`src/rtl/input_queue_sequencer_pkg.sv`:
```
// Shared definitions for the input-layer pixel queue sequencer: the
// state encoding and the default image geometry.
package input_queue_sequencer_pkg;

  localparam int INPUT_LAYER_NODES_DEF = 784;
  localparam int INDEX_WIDTH_DEF       = 10;

  typedef enum logic [2:0] {
    ST_IDLE     = 3'd0,
    ST_CLEAR    = 3'd1,
    ST_LOAD     = 3'd2,
    ST_WAIT_FIN = 3'd3,
    ST_DRAIN    = 3'd4,
    ST_GAP      = 3'd5,
    ST_DONE     = 3'd6
  } seq_state_e;

endpackage

```
`src/rtl/input_queue_sequencer.sv`:
```
// Input-layer pixel queue sequencer: clears the queue, streams one image of
// binary pixels into it, waits for the queue to finish capturing, then drains
// the active-pixel indices onto a valid/ready stream.
// Optional build macro INPUT_SEQ_COUNT_EN adds the activeCount output, a
// count of indices accepted downstream for the current image.
module input_queue_sequencer
  import input_queue_sequencer_pkg::*;
#(
  parameter int INPUT_LAYER_NODES = INPUT_LAYER_NODES_DEF,
  parameter int INDEX_WIDTH       = INDEX_WIDTH_DEF
) (
  input  logic                   clk,
  input  logic                   reset,
  input  logic                   start,
  input  logic                   abort,
  input  logic                   pixelValid,
  input  logic                   pixelIn,
  output logic                   pixelReady,
  output logic                   queueReset,
  output logic                   queuePixel,
  output logic                   queueDequeue,
  input  logic [INDEX_WIDTH-1:0] queueIndex,
  input  logic                   queueEmpty,
  input  logic                   queueFinished,
  output logic                   indexValid,
  output logic [INDEX_WIDTH-1:0] indexOut,
  input  logic                   indexReady,
  output logic                   busy,
  output logic                   done,
`ifdef INPUT_SEQ_COUNT_EN
  output logic [INDEX_WIDTH:0]   activeCount,
`endif
  output logic                   underrun
);

  // Count value at which the pixel being accepted is the last of the image.
  localparam logic [INDEX_WIDTH:0] LAST_PIXEL = (INDEX_WIDTH+1)'(INPUT_LAYER_NODES - 1);

  seq_state_e             state_r;
  seq_state_e             next_state_s;
  logic [INDEX_WIDTH:0]   load_count_r;
  logic                   load_inc_s;
  logic                   accept_s;

  assign busy = (state_r != ST_IDLE);

  // Next-state and output decode; abort overrides everything and only
  // clears the queue when an image was in progress.
  always_comb begin
    next_state_s = state_r;
    pixelReady   = 1'b0;
    queueReset   = 1'b0;
    queuePixel   = 1'b0;
    queueDequeue = 1'b0;
    indexValid   = 1'b0;
    indexOut     = '0;
    done         = 1'b0;
    underrun     = 1'b0;
    load_inc_s   = 1'b0;
    accept_s     = 1'b0;
    if (abort) begin
      next_state_s = ST_IDLE;
      queueReset   = (state_r != ST_IDLE);
    end else begin
      case (state_r)
        ST_IDLE: begin
          if (start) next_state_s = ST_CLEAR;
          else       next_state_s = ST_IDLE;
        end
        ST_CLEAR: begin
          queueReset   = 1'b1;
          next_state_s = ST_LOAD;
        end
        ST_LOAD: begin
          pixelReady = 1'b1;
          if (pixelValid) begin
            queuePixel = pixelIn;
            load_inc_s = 1'b1;
            if (load_count_r == LAST_PIXEL) next_state_s = ST_WAIT_FIN;
            else                            next_state_s = ST_LOAD;
          end else if (load_count_r == '0) begin
            // Nothing captured yet: keep the queue clear so its sample
            // position stays aligned with the first real pixel.
            queueReset   = 1'b1;
            next_state_s = ST_LOAD;
          end else begin
            // A gap mid-image would desynchronise the queue; drop the image.
            underrun     = 1'b1;
            queueReset   = 1'b1;
            next_state_s = ST_IDLE;
          end
        end
        ST_WAIT_FIN: begin
          if (queueFinished) next_state_s = ST_DRAIN;
          else               next_state_s = ST_WAIT_FIN;
        end
        ST_DRAIN: begin
          if (queueEmpty) begin
            next_state_s = ST_DONE;
          end else begin
            indexValid = 1'b1;
            indexOut   = queueIndex;
            if (indexReady) begin
              queueDequeue = 1'b1;
              accept_s     = 1'b1;
              next_state_s = ST_GAP;
            end else begin
              next_state_s = ST_DRAIN;
            end
          end
        end
        ST_GAP: begin
          // Bubble so the queue head reflects the dequeue before re-offering.
          next_state_s = ST_DRAIN;
        end
        ST_DONE: begin
          done         = 1'b1;
          next_state_s = ST_IDLE;
        end
        default: begin
          next_state_s = ST_IDLE;
        end
      endcase
    end
  end

  // State register and pixel load counter (cleared whenever not loading).
  always_ff @(posedge clk or negedge reset) begin
    if (!reset) begin
      state_r      <= ST_IDLE;
      load_count_r <= '0;
    end else begin
      state_r <= next_state_s;
      if (load_inc_s)                          load_count_r <= load_count_r + 1'b1;
      else if (abort || state_r != ST_LOAD)    load_count_r <= '0;
      else                                     load_count_r <= load_count_r;
    end
  end

`ifdef INPUT_SEQ_COUNT_EN
  // Accepted-index counter: cleared when a new image begins, held after it ends.
  always_ff @(posedge clk or negedge reset) begin
    if (!reset) begin
      activeCount <= '0;
    end else if (state_r == ST_CLEAR) begin
      activeCount <= '0;
    end else if (accept_s) begin
      activeCount <= activeCount + 1'b1;
    end else begin
      activeCount <= activeCount;
    end
  end
`endif

endmodule

```
`config.mk`:
```
export PLATFORM = sky130hd
export DESIGN_NAME = input_queue_sequencer
export DESIGN_NICKNAME = d
export VERILOG_FILES = /design/src/rtl/input_queue_sequencer_pkg.sv /design/src/rtl/input_queue_sequencer.sv
export SDC_FILE = /design/constraint.sdc
export NUM_CORES = 1
export LEC_CHECK = 0
export ABC_AREA = 1
export BUFFER_PORTS_ARGS = -buffer_cell sky130_fd_sc_hd__clkbuf_2
export CORE_UTILIZATION = 49
export DETAILED_ROUTE_END_ITERATION = 12
export GPL_TIMING_DRIVEN = 0
export PLACE_DENSITY = 0.89
export SLEW_MARGIN = 30
export SYNTH_ARGS = -nofsm -noshare
export SYNTH_HDL_FRONTEND = slang
export SYNTH_SLANG_ARGS = --single-unit
```
`constraint.sdc`:
```
create_clock -name clk -period 1.4 [get_ports clk]
set_input_delay 0.07 -clock clk [delete_from_list [all_inputs] [get_ports clk]]
set_output_delay 0.07 -clock clk [all_outputs]
set_load 0.05 [all_outputs]
```
==> summary.md, run 1 <==
| Metric | Value |
|---|---|
| Port bufs | 36 |
| Clock buffer depth | 2 |
| Worst ep type | primary output |
| Syn. warnings | 0 |
| Post-GRT worst EP | indexOut[5] |
| Die Ht | 48.5 µm |
| Pin count of the biggest net entering global routing | 15 |
| Top cell type's share of synthesized area | 33.1% |
| Syn nets | 170 |
| Root Buffer | clkbuf_4 |
| GPL Wtd Cong | roughly 0.82 |
| Yosys cell types | 30 |
| Die X | 48.5 µm |
| Most used DFF post-synth | dfrtp_1 |
| Clock Sinks | 14 |
| Detailed-placement wirelength estimate | 2020 µm |
| Num rows | 16 |
| CTS H-Tree Depth | 1 |
| Stop stage | global routing (5_1_grt) |
| Error msg | [ERROR DPL-0033] detailed placement checks failed during check placement. |
| Initial antenna violation count | 0 |
| Mean post-synth cell area | 7.10 µm² |
| Commonest cells in the netlist | inv_1 (26), nand2_1 (26), nor2_1 (21), dfrtp_1 (14), nor2_2 (11) |
| Post-synth EDFFs | 0 |
| Largest area contributor in the netlist | dfrtp_1 |
| Synth top area cells | dfrtp_1 (33%), inv_1 (9.2%), nand2_1 (9.2%) |
| Synth Instances | 149 |
| Sequential cell area fraction in the yosys report | between 30% and 40% |
| Initial Utilization | 52.8% |
| Outcome | aborted with a tool error |
| Mapped Area | 0.00106 mm² |
| Number of synthesized register bits | 14 |
| Ys async rst share | 100% |
| Io pins | 37 |
| Cts bufs inserted | 3 |
| Placement Setup Slack | -156 ps |
cells by family after synthesis:
family	share of synthesized area, %
and+or+nand+nor	43.3
DFF	33.1
xor gates and xnor gates	1.66
AOI/OAI and AO/OA	6.86
adders and majority gates	2.37
buffers and inverters	12.7
what timing repair did:
item / CTS
hold endpoints to repair: 14
buffers inserted: 10
pin swaps: 5
setup endpoints to repair: 17
hold buffers: 1
resized for setup: 43
stage by stage:
stage	instances	utilization, %	area (µm²)
floorplan	149	-	1160
global placement	212	68.7	1380
detailed placement	212	68.7	1380
CTS	227	84.1	1680
==> run 2, diff against run 1 <==
- CORE_AREA: default -> 2 2 63 65
- CORE_UTILIZATION: 49 -> default
- DIE_AREA: default -> 0 0 65 67
- PLACE_DENSITY: 0.89 -> default
- PLACE_DENSITY_LB_ADDON: default -> 0.15
==> run 2 against run 1 <==
Against the previous run:
- the flow now finishes, with violations (negative setup slack)
- synthesized cell count unchanged
- area after synthesis is the same
==> summary.md, run 2 <==
| Metric | Value |
|---|---|
| Internal Power | 0.728 mW |
| Final #Nets | 229 |
| Gr usage total | roughly 14% |
| Synth Instances | 149 (unchanged) |
| Worst skew pair latency | 240 ps |
| Number of synthesized register bits | 14 (unchanged) |
| Fmax | 635 MHz |
| Port bufs | 36 (unchanged) |
| Minimum clock period | around 1600 ps |
| Most used DFF post-synth | dfrtp_1 |
| Max-capacitance violation count | 0 |
| Comb pwr share | between 20% and 30% |
| Pin count of the biggest net entering global routing | 15 |
| R2R depth | 7 |
| Die X | 65 µm (+34%) |
| Top cell type's share of synthesized area | 33.1% (unchanged) |
| Layout cells sized above 1 | 45.4% |
| Root Buffer | clkbuf_8 |
| CTS H-Tree Depth | 1 (unchanged) |
| Least-Margin Pin Slew | 359 ps |
| Final wirelength | between 2000 and 3000 µm |
| Min-Delay Path Class | input port to register |
| Crit path kind | register to primary output |
| Yosys cell types | 30 (unchanged) |
| Worst-path clk slew | 60 ps |
| DR DRC count | 0 |
| Sw Pwr | 0.309 mW |
| Final cell count without fillers | between 200 and 300 |
| Max-slew violations | 0 |
| Critical path fanouts, max | 6 |
| Failing checks | negative setup slack |
| Initial antenna violation count | 0 |
| LEAKAGE | 0.875 nW |
| Mapped Area | 0.00106 mm² (unchanged) |
| Reg2reg end | load_count_r[0] |
| Clock skew | about 2.7 ps |
| Util after Layout | 50.2% |
| Drt initial violations | 14 |
| CP Launch Type | register |
| Detailed-placement wirelength estimate | 1990 µm (-1.4%) |
| Commonest non-fill, non-tap cell in the layout | nand2_1 |
| Register with the most flip-flops | load_count_r |
| Outcome | finished with violations |
| Via count of the first global-routing pass | 1,036 |
| Mean post-synth cell area | 7.10 µm² (unchanged) |
| Largest area contributor in the netlist | dfrtp_1 |
| Placement Setup Slack | -134 ps (+21.8 ps) |
| Average routed wire per standard cell | ~11 µm |
| Hold Path Stages | 2 |
| Num rows | 22 (+6) |
| RSZ-0062 raised after global routing | true |
| Die Ht | 67 µm (+38%) |
| Max reg flops | 11 |
| Dpl cells | 233 (+9.9%) |
| Final hold vios | 0 |
| Final setup viols | 16 |
| Clock power share | 33.1% |
| PwrDens | about 570 mW/mm² |
| Largest regs | load_count_r x11, state_r x3 |
| Ys async rst share | 100% (unchanged) |
| Gr ovfl total | 0 |
| Beginning of the worst register-to-register path | state_r[2] |
| Sequential fraction of design power | just over 40% |
| Slew margin rel. | about 75% |
| Final Hold Slack | 134 ps |
| Detailed Routing Iterations Pass 1 | 4 |
| GPL Wtd Cong | 0.847 (+3.9%) |
| Post-synth EDFFs | 0 (unchanged) |
| Diodes inserted | 0 |
| Synth top area cells | dfrtp_1 (33%), inv_1 (9.2%), nand2_1 (9.2%) |
| CP endpoint kind | primary output |
| Sequential cell area fraction in the yosys report | 33.1% (unchanged) |
| Worst vdd ir | 0.000321 V |
| Setup_tns | -2480 ps |
| Final WS setup | -176 ps |
| Die area | 0.00436 mm² |
| Vias | 1,123 |
| Clock buffer depth | 2 (unchanged) |
| Period utilization | 113% |
| Final ANT Viol Nets | 0 |
| Most frequent cells in the layout | nand2_1 (25), inv_1 (24), nor2_1 (18), clkbuf_2 (18), buf_8 (15) |
| Syn nets | 170 (unchanged) |
| Global-route wire length before repair | 4560 µm |
| Drt via density | 4.40 |
| Crit path from | state_r[2] |
| Sw frac | a little under 30% |
| Worst Hold End | state_r[0] |
| CP Data Required Time | 1330 ps |
| Syn. warnings | 0 (unchanged) |
| Area grow syn2layout | 71.4% |
| Flop-to-flop setup slack | about 70 ps |
| Initial Utilization | 29.3% (-23 points) |
| Cts bufs inserted | 3 (unchanged) |
| Placeable Area | 0.00361 mm² |
| WP data arrival | 1510 ps |
| Commonest cells in the netlist | inv_1 (26), nand2_1 (26), nor2_1 (21), dfrtp_1 (14), nor2_2 (11) |
| Worst Min Path Start | abort |
| CTS tree | built |
| Io pins | 37 (unchanged) |
| Clock Sinks | 14 (unchanged) |
[run 2: cell counts after synthesis]
No cell type changed its count.
[run 2: kinds of logic (layout without fill, tap and decap cells)]
logic type	Yosys count	after routing	synth area share, %
buffers and inverters	32	90	12.7
XOR/XNOR	2	2	1.66
adder cells (fa/ha/maj)	2	2	2.37
AO/OA/AOI/OAI	11	11	6.86
flip-flops	14	14	33.1
AND/OR/NAND/NOR	88	88	43.3
[run 2: worst max-delay path by stage]
stage                              to  slack, ps
final                        underrun       -180
after global routing      indexOut[0]       -270
after CTS                 indexOut[5]       -190
after detailed placement     underrun       -130
after global placement       underrun       -140
after floorplan           indexOut[0]       -380
[run 2: power groups by stage]
stage               combinational, mW  sequential (mW)  clock [mW]
floorplan                       0.132            0.430           0
global placement                0.192            0.432           0
detailed placement              0.194            0.432           0
CTS                             0.251            0.422       0.353
global route                    0.292            0.424       0.381
finish                          0.271            0.423       0.343
[run 2: critical path: stages (launching register included)]
cell and delay (ps):
dfrtp_1 370, buf_6 130, nor3_4 220, nand2_4 130
inv_8 100, nand2_8 60, nor2_4 90, buf_8 150
[run 2: what timing repair did]
action                                  CTS  global route
hold buffers                              1             0
endpoints found under the setup margin   16            22
gates cloned                              0             0
resized for setup                        39            25
endpoints found under the hold margin    14             0
setup buffers                            13             4
pin swaps                                 3             5
[run 2: stage by stage]
step	instance area, µm²	total power, mW
after floorplan	1160	0.562
after CTS	1720	1.03
final	1810	1.04
after detailed placement	1400	0.625
after global routing	1810	1.10
after global placement	1400	0.624
[run 2: area by class of cell]
cell class              count  area [µm²]
clock buffers               4        45.0
well taps                  48        60.1
repair buffers             54         508
multi-input cells         103         694
fillers                   361        1790
plain buffers               2        31.3
flip-flops and latches     14         353
inverters                  30         120
[run 2: routing by layer]
| metal | wire length, µm | share of wire [%] | up-vias | track usage [%] |
|---|---|---|---|---|
| met3 | 159 | 5.7 | 4 | 2.70 |
| met4 | 21 | 0.76 | 0 | 3.99 |
| met5 | 0 | 0 | - | 0 |
| met1 | 1220 | 44 | 503 | 15.8 |
| met2 | 1370 | 50 | 31 | 25.0 |
| li1 | - | - | 585 | - |
Note: power is estimated with default switching activity, not from simulation.
==> run 3, diff against run 2 <==
- MAX_ROUTING_LAYER: default -> met4
==> run 3 against run 2 <==
Against the previous run:
- the run still ends with negative setup slack left
- worst hold slack hardly changed
- sequential power hardly changed
- highest routed layer unchanged
- first-iteration DRC count stayed put
- cell count stayed put
==> summary.md, run 3 (same netlist as run 2, synthesis figures left out) <==
| Metric | Value |
|---|---|
| Outcome | finished with violations |
| Failing checks | negative setup slack |
| Final wirelength | 2780 µm (+0.33%) |
| Clock buffer depth | 2 (unchanged) |
| Fin area | 0.00181 mm² (unchanged) |
| Die X | 65 µm (unchanged) |
| Crit-path cells | buf_6, nor3_4, nand2_4, inv_8, nand2_8, nor2_4, buf_8 |
| Final Hold Slack | 134 ps (+0.154 ps) |
| CTS H-Tree Depth | 1 (unchanged) |
| Global-route wire length before repair | 4580 µm (+0.46%) |
| DR DRC count | 0 (unchanged) |
| Detailed-placement wirelength estimate | 1990 µm (unchanged) |
| Internal Power | 0.728 mW (about the same) |
| Fmax | 634 MHz (about the same) |
| Initial antenna violation count | 0 (unchanged) |
| Critical path fanouts, max | 6 (unchanged) |
| Worst vdd ir | 0.000321 V (about the same) |
| Max-slew violations | 0 (unchanged) |
| Final ANT Viol Nets | 0 (unchanged) |
| Layout cells sized above 1 | 45.4% (unchanged) |
| Commonest non-fill, non-tap cell in the layout | nand2_1 |
| Cts bufs inserted | 3 (unchanged) |
| Initial Utilization | 29.3% (unchanged) |
| Final WS setup | -176 ps (-0.193 ps) |
| Final setup viols | 16 (unchanged) |
| Worst skew pair latency | 240 ps (about the same) |
| Beginning of the worst register-to-register path | state_r[2] |
| Sw Pwr | 0.312 mW (+0.97%) |
| Crit path max-delay family | simple AND/OR/NAND/NOR gates |
| Least-Margin Pin Slew | 400 ps (+41.1 ps) |
| Slew margin rel. | 73.3% (-2.1 points) |
| Minimum clock period | 1580 ps (+0.193 ps) |
| Min-Delay Path Class | input port to register |
| Gr ovfl total | 0 (unchanged) |
| Worst Hold End | state_r[0] |
| Slowest cell on crit path | dfrtp_1 |
| Crit path kind | register to primary output |
| Clock Sinks | 14 (unchanged) |
| DP Area | 0.00140 mm² (unchanged) |
| Final hold vios | 0 (unchanged) |
| Diodes inserted | 0 (unchanged) |
| Max reg flops | 11 (unchanged) |
| Io pins | 37 (unchanged) |
| Average routed wire per standard cell | 10.9 µm (+0.33%) |
| Max stage delay on crit path | 370 ps (about the same) |
| Drt initial violations | 14 (unchanged) |
| Number of cells on the critical path | 7 (unchanged) |
| Placeable Area | 0.00361 mm² (unchanged) |
| RSZ-0062 raised after global routing | true |
| CP endpoint kind | primary output |
| Detailed Routing Iterations Pass 1 | 4 (unchanged) |
| CTS tree | built |
| Clock skew | 0.913 ps (-1.75 ps) |
| Final #Nets | 229 (unchanged) |
| CP bufs+invs | 3 (unchanged) |
| Vias | 1,122 (-0.089%) |
| Period utilization | 113% (about the same) |
| PwrDens | 574 mW/mm² (+0.29%) |
| Fillers | 361 (unchanged) |
| Via count of the first global-routing pass | 1,034 (-0.19%) |
| Most frequent cells in the layout | nand2_1 (25), inv_1 (24), nor2_1 (18), clkbuf_2 (18), buf_8 (15) |
| GPL Wtd Cong | 0.860 (+1.6%) |
| Root Buffer | clkbuf_8 |
| Pin count of the biggest net entering global routing | 15 (unchanged) |
| Hold Path Stages | 2 (unchanged) |
| Setup_tns | -2480 ps (+0.450 ps) |
| R2R depth | 7 (unchanged) |
| CP Data Required Time | 1330 ps (about the same) |
| Placement Setup Slack | -134 ps (unchanged) |
| Sequential fraction of design power | 40.7% (about the same) |
| LEAKAGE | 0.875 nW (unchanged) |
| Register with the most flip-flops | load_count_r |
| WP data arrival | 1510 ps (about the same) |
| Comb pwr share | 26.0% (about the same) |
| Area grow syn2layout | 71.4% (unchanged) |
| Drt via density | 4.40 (about the same) |
| Die area | 0.00436 mm² (unchanged) |
| Max-capacitance violation count | 0 (unchanged) |
| Port bufs | 36 (unchanged) |
| Largest regs | load_count_r x11, state_r x3 |
| Gr usage total | 14.0% (+0.43 points) |
| Flop-to-flop setup slack | 70 ps (about the same) |
| Worst-path clk slew | 60 ps (about the same) |
| Clock power share | 33.3% (+0.2 points) |
| Num rows | 22 (unchanged) |
| CP Launch Type | register |
| Multi-input logic area | 694 µm² (unchanged) |
| FF+latch area | 353 µm² (unchanged) |
| Reg2reg end | load_count_r[0] |
| Worst Min Path Start | abort |
| Sw frac | 30.0% (+0.20 points) |
| Die Ht | 67 µm (unchanged) |
run 3: cell counts in the layout (fill, tap and decap cells not counted):
Identical to the previous run, type by type.
run 3: per-layer routing:
layer | global-route usage, % | routed length (µm) | up-vias
li1 | - | - | 585
met4 | 3.99 | 21 | 0
met1 | 16.0 | 1230 | 502
met2 | 25.0 | 1360 | 31
met3 | 2.70 | 159 | 4
met5 | - | 0 | -
run 3: worst max path at each step:
stage,start,endpoint,slack (ps)
floorplan,state_r[0],indexOut[0],-380
global placement,state_r[2],underrun,-140
detailed placement,state_r[2],underrun,-130
CTS,state_r[1],indexOut[5],-190
global route,state_r[0],indexOut[0],-270
finish,state_r[2],underrun,-180
run 3: power by group through the flow:
stage	Clock [mW]	Sequential (mW)	Combinational (mW)
after detailed placement	0	0.432	0.194
final	0.346	0.423	0.271
after global routing	0.386	0.424	0.292
after CTS	0.353	0.422	0.251
after global placement	0	0.432	0.192
after floorplan	0	0.430	0.132
run 3: layout make-up:
cell class              instances  area share (%)
repair buffers                 54            28.0
multi-input cells             103            38.3
flip-flops and latches         14            19.5
plain buffers                   2            1.73
clock buffers                   4            2.49
well taps                      48            3.31
inverters                      30            6.63
run 3: stage by stage:
stage	power, mW	utilization [%]	std cells
2_1_floorplan	0.562	-	149
3_3_place_gp	0.624	38.9	233
3_5_place_dp	0.625	38.9	233
4_1_cts	1.03	47.8	251
5_1_grt	1.10	50.2	255
6_report	1.04	50.2	255
run 3: repair_timing:
item                                    4_1_cts  5_1_grt
resized for setup                            39       25
pin swaps                                     3        5
endpoints found under the setup margin       16       22
hold endpoints to repair                     14        0
buffers inserted                             13        4
hold buffers                                  1        0
